$ cat src/rtl/rv32_insn_encoder.sv
// RV32I instruction word encoder with immediate range checking.
// Encoded words and error flags queue in a small valid/ready FIFO.
module rv32_insn_encoder #(
  parameter int DEPTH = 2,
  parameter int ERR_W = 16
) (
  input  logic             clk,
  input  logic             reset,
  input  logic             flush,
  input  logic             in_valid,
  output logic             in_ready,
  input  logic [2:0]       in_fmt,
  input  logic [6:0]       in_opcode,
  input  logic [4:0]       in_rd,
  input  logic [4:0]       in_rs1,
  input  logic [4:0]       in_rs2,
  input  logic [2:0]       in_funct3,
  input  logic [6:0]       in_funct7,
  input  logic [31:0]      in_imm,
  output logic             out_valid,
  input  logic             out_ready,
  output logic [31:0]      out_insn,
  output logic             out_err,
  output logic [ERR_W-1:0] err_cnt
);

  localparam int PW = $clog2(DEPTH);
  localparam int CW = $clog2(DEPTH + 1);
  localparam logic [CW-1:0] FULL = CW'(DEPTH);

  logic is_r, is_i, is_s, is_b, is_u, is_j;
  logic sx11, sx12, sx20;
  logic legal;
  logic [31:0] enc;
  logic [32:0] ent;
  logic [32:0] head;

  logic [32:0]   mem [DEPTH];
  logic [PW-1:0] wr_ptr;
  logic [PW-1:0] rd_ptr;
  logic [CW-1:0] count;
  logic          push;
  logic          pop;

  assign is_r = in_fmt == 3'd0;
  assign is_i = in_fmt == 3'd1;
  assign is_s = in_fmt == 3'd2;
  assign is_b = in_fmt == 3'd3;
  assign is_u = in_fmt == 3'd4;
  assign is_j = in_fmt == 3'd5;

  // immediate fits when all bits above the field are sign copies
  assign sx11 = (&in_imm[31:11]) | ~(|in_imm[31:11]);
  assign sx12 = (&in_imm[31:12]) | ~(|in_imm[31:12]);
  assign sx20 = (&in_imm[31:20]) | ~(|in_imm[31:20]);

  always_comb begin
    enc   = '0;
    legal = 1'b0;
    unique case (1'b1)
      is_r: begin
        enc = {in_funct7, in_rs2, in_rs1,
               in_funct3, in_rd, in_opcode};
        legal = 1'b1;
      end
      is_i: begin
        enc = {in_imm[11:0], in_rs1,
               in_funct3, in_rd, in_opcode};
        legal = sx11;
      end
      is_s: begin
        enc = {in_imm[11:5], in_rs2, in_rs1,
               in_funct3, in_imm[4:0], in_opcode};
        legal = sx11;
      end
      is_b: begin
        enc = {in_imm[12], in_imm[10:5], in_rs2,
               in_rs1, in_funct3, in_imm[4:1],
               in_imm[11], in_opcode};
        legal = sx12 & ~in_imm[0];
      end
      is_u: begin
        enc = {in_imm[31:12], in_rd, in_opcode};
        legal = ~(|in_imm[11:0]);
      end
      is_j: begin
        enc = {in_imm[20], in_imm[10:1], in_imm[11],
               in_imm[19:12], in_rd, in_opcode};
        legal = sx20 & ~in_imm[0];
      end
      default: ;
    endcase
    if (in_opcode[1:0] != 2'b11) legal = 1'b0;
  end

  assign ent = legal ? {1'b0, enc} : {1'b1, 32'h0};

  assign in_ready  = count != FULL;
  assign out_valid = count != '0;
  assign push      = in_valid & in_ready;
  assign pop       = out_valid & out_ready;

  assign head     = mem[rd_ptr];
  assign out_insn = out_valid ? head[31:0] : 32'h0;
  assign out_err  = out_valid & head[32];

  always_ff @(posedge clk) begin
    if (push && !flush) mem[wr_ptr] <= ent;
  end

  always_ff @(posedge clk) begin
    if (reset) begin
      wr_ptr  <= '0;
      rd_ptr  <= '0;
      count   <= '0;
      err_cnt <= '0;
    end else begin
      // a flushed push is dropped but its error is still counted
      if (push && !legal && err_cnt != {ERR_W{1'b1}})
        err_cnt <= err_cnt + ERR_W'(1);
      if (flush) begin
        wr_ptr <= '0;
        rd_ptr <= '0;
        count  <= '0;
      end else begin
        if (push) wr_ptr <= wr_ptr + PW'(1);
        if (pop)  rd_ptr <= rd_ptr + PW'(1);
        if (push && !pop)
          count <= count + CW'(1);
        else if (pop && !push)
          count <= count - CW'(1);
      end
    end
  end

endmodule

$ cat config.mk
export PLATFORM = sky130hd
export DESIGN_NAME = rv32_insn_encoder
export DESIGN_NICKNAME = d
export VERILOG_FILES = /design/src/rtl/rv32_insn_encoder.sv
export SDC_FILE = /design/constraint.sdc
export NUM_CORES = 1
export LEC_CHECK = 0
export CELL_PAD_IN_SITES_DETAIL_PLACEMENT = 0
export CELL_PAD_IN_SITES_GLOBAL_PLACEMENT = 1
export CORE_ASPECT_RATIO = 1.75
export CORE_MARGIN = 8
export CORE_UTILIZATION = 34
export DETAILED_ROUTE_END_ITERATION = 7
export PLACE_DENSITY_LB_ADDON = 0.1
export SYNTH_ARGS = -nofsm -noshare
export SYNTH_HDL_FRONTEND = slang
export SYNTH_SLANG_ARGS = --single-unit
$ cat constraint.sdc
create_clock -name clk -period 3.5 [get_ports clk]
set_input_delay 0.7 -clock clk [delete_from_list [all_inputs] [get_ports clk]]
set_output_delay 0.7 -clock clk [all_outputs]
set_load 0.1 [all_outputs]
==> out/summary.txt <==
Post_cts resized -> 0
Crit start category -> primary input
Synth unique cells -> 56
Final core occ -> 46.9%
Vias in the first global route -> 3890
Share of cells above drive strength 1 -> 23.7%
Post-synth ARST share -> 0%
CP max stage delay -> 630 ps
Yosys warns -> 0
Gr ovfl total -> 0
Worst Setup Path Type -> primary input to flip-flop
Core Area -> 13300 um^2
Total GRT Usage -> 15.1%
Slew HR -> 34.6%
Boundary pin count -> 123
First-pass GRT wire length -> 20900 um
Initial core utilization -> 34.5%
Placed Area -> 5950 um^2
Worst EP required -> 3600 ps
Outcome -> finished, final reports clean
Num CTS Buffers -> 9
CP arrival -> 3100 ps
Worst skew pair latency -> 340 ps
Setup TNS -> 0 ps
Num rows -> 56
Port Buffers -> 122
Hold_ws -> 512 ps
Hold_buf cts -> 0
Antenna Cells -> 0
Fin Clk Skew -> 8.20 ps
Routability cong. -> 0.752
Crit path max-delay family -> simple AND/OR/NAND/NOR gates
Critical path endpoint category -> flip-flop
DRT iter0 DRCs -> 164
Design area -> 6250 um^2
DRC -> 0
Final min period -> 3010 ps
Max Slew Vio Count -> 0
RSZ-0062 raised after global routing -> no
Total number of vias -> 3632
Top_reg_cell synth -> edfxtp_1
Syn avg cell area -> 11.4 um^2
Die area -> 17700 um^2
Clock transition at path regs -> 70 ps
Die Span X -> 104 um
TritonCTS clock tree -> built
Placed insts -> 698
Post-DP HPWL -> 10100 um
Worst hold path type -> flip-flop to flip-flop
Most frequent cells in the layout -> clkdlybuf4s50_1 (72), buf_4 (70), edfxtp_1 (66)
Final std cells w/o fill -> 714
# setup viols final -> 0
Sink Count -> 87
Maximum clock path buffer count -> 2
Crit-path slowest cell -> nor2_4
Number of flops mapped to enable cells by yosys -> 66
Buf/Inv on CP -> 2
Area delta synth->final -> 35.9%
Critical path cell sequence -> clkdlybuf4s50_1 -> nand3b_1 -> o21ai_1 -> a22oi_2 -> o32ai_2 -> nor2_4 -> inv_1 -> and2_1
Post-CTS setup buffer count -> 0
Post-route ant nets -> 0
DR WL/cell -> 18.5 um
Max-cap violations -> 0
Critical path peak fanout -> 19
Final WL -> 13200 um
Initial antenna violation count -> 0
CTS root buffer -> clkbuf_16
Yosys reg bits -> 87
Vias/cell -> 5.09
Layout net count -> 609
Post-Synthesis Cells -> 404
Number of iterations in the first detailed-routing pass -> 6
Mapped Area -> 4600 um^2
Static leakage -> 0.00221 uW
Max Fclk -> 333 MHz
Pwr Density -> 435 nW/um^2
Die Height -> 170 um
Post-synthesis sequential area ratio -> 52.2%
Hold Fails Final Rpt -> 0
Final worst-path cycle share -> 85.9%
Largest net degree at the start of global routing -> 35
Syn_nets -> 478
Most common cell after layout, fill and taps aside -> clkdlybuf4s50_1
H-Tree Level Count -> 3
Worst-Margin Slew -> 977 ps
Maximum VDD drop -> 0.000225 V
[routing by layer]
metal	track usage (%)	part of all wire, %	vias up
met5	0	0	-
met4	5.95	1.4	0
met3	3.26	5.4	11
met2	28.1	53	98
met1	16.3	40	1723
li1	-	-	1800
[cell type report]
type | count | area (um^2)
clock inverters | 7 | 78.8
multi-input cells | 283 | 2030
fillers | 1311 | 7060
repair buffers | 142 | 1250
inverters | 12 | 45.0
well taps | 174 | 218
clock buffers | 9 | 225
flip-flops and latches | 87 | 2400
[power by group]
part	total [uW]	internal, uW	leakage (uW)	switching [uW]
clock	980	562	0.000144	418
combinational	599	190	0.00120	409
sequential	1140	1130	0.000859	14.8
[sequential cells by signal, summed over array words and instances, names as in the netlist, named ones only]
name	flops
count	2
mem	66
wr_ptr	1
rd_ptr	1
err_cnt	16
[worst paths after layout]
| check | start | end | slack (ps) | cells after the start |
|---|---|---|---|---|
| min | err_cnt[12] | err_cnt[12] | 510 | 2 |
| max reg2reg | count[0] | err_cnt[9] | 1370 | 7 |
| max | in_fmt[2] | mem[1][5] | 490 | 8 |
| min reg2reg | err_cnt[12] | err_cnt[12] | 510 | 2 |
[cell usage after synthesis (all sizes together), types with 2 or more instances]
master	n	area, um^2
xnor2	3	26.3
inv	11	41.3
dfxtp	21	420
o211ai	2	20.0
buf	10	104
or4	12	97.6
a22oi	25	198
edfxtp	66	1980
nor2b	2	12.5
o22a	6	52.6
a21oi	17	85.1
mux2i	42	420
nand3	5	25.0
nor3	11	60.1
clkbuf	12	45.0
nor4	8	50.1
nand2	15	58.8
and3	4	25.0
o31ai	9	67.6
o21ai	8	55.1
or3	5	31.3
nor3b	2	15.0
and2	6	37.5
nand4	8	50.1
xor2	3	26.3
mux2	4	45.0
ha	2	25.0
nor2	74	423
[worst register-to-register path: stages, from the launching register on]
cell      delay [ps]
dfxtp_1          400
nand2b_1         170
nand2_2          140
inv_2            160
o31a_2           230
o211ai_2         260
or4_1            540
a21oi_1          140
[through the flow]
stage | worst slack (ps) | power (uW)
floorplan | 301 | 1560
global placement | 178 | 1770
detailed placement | 78.2 | 1770
CTS | 448 | 2750
global route | 333 | 2820
finish | 495 | 2720
[cells by family after synthesis]
kind of cell | count (synthesis) | synth area share [%]
mux | 46 | 10.1
simple gates | 156 | 19.9
compound gates | 73 | 11.9
buf+inv | 34 | 4.22
fa+ha+maj | 2 | 0.544
xor+xnor | 6 | 1.14
flops | 87 | 52.2
Note: power is estimated with default switching activity, not from simulation.
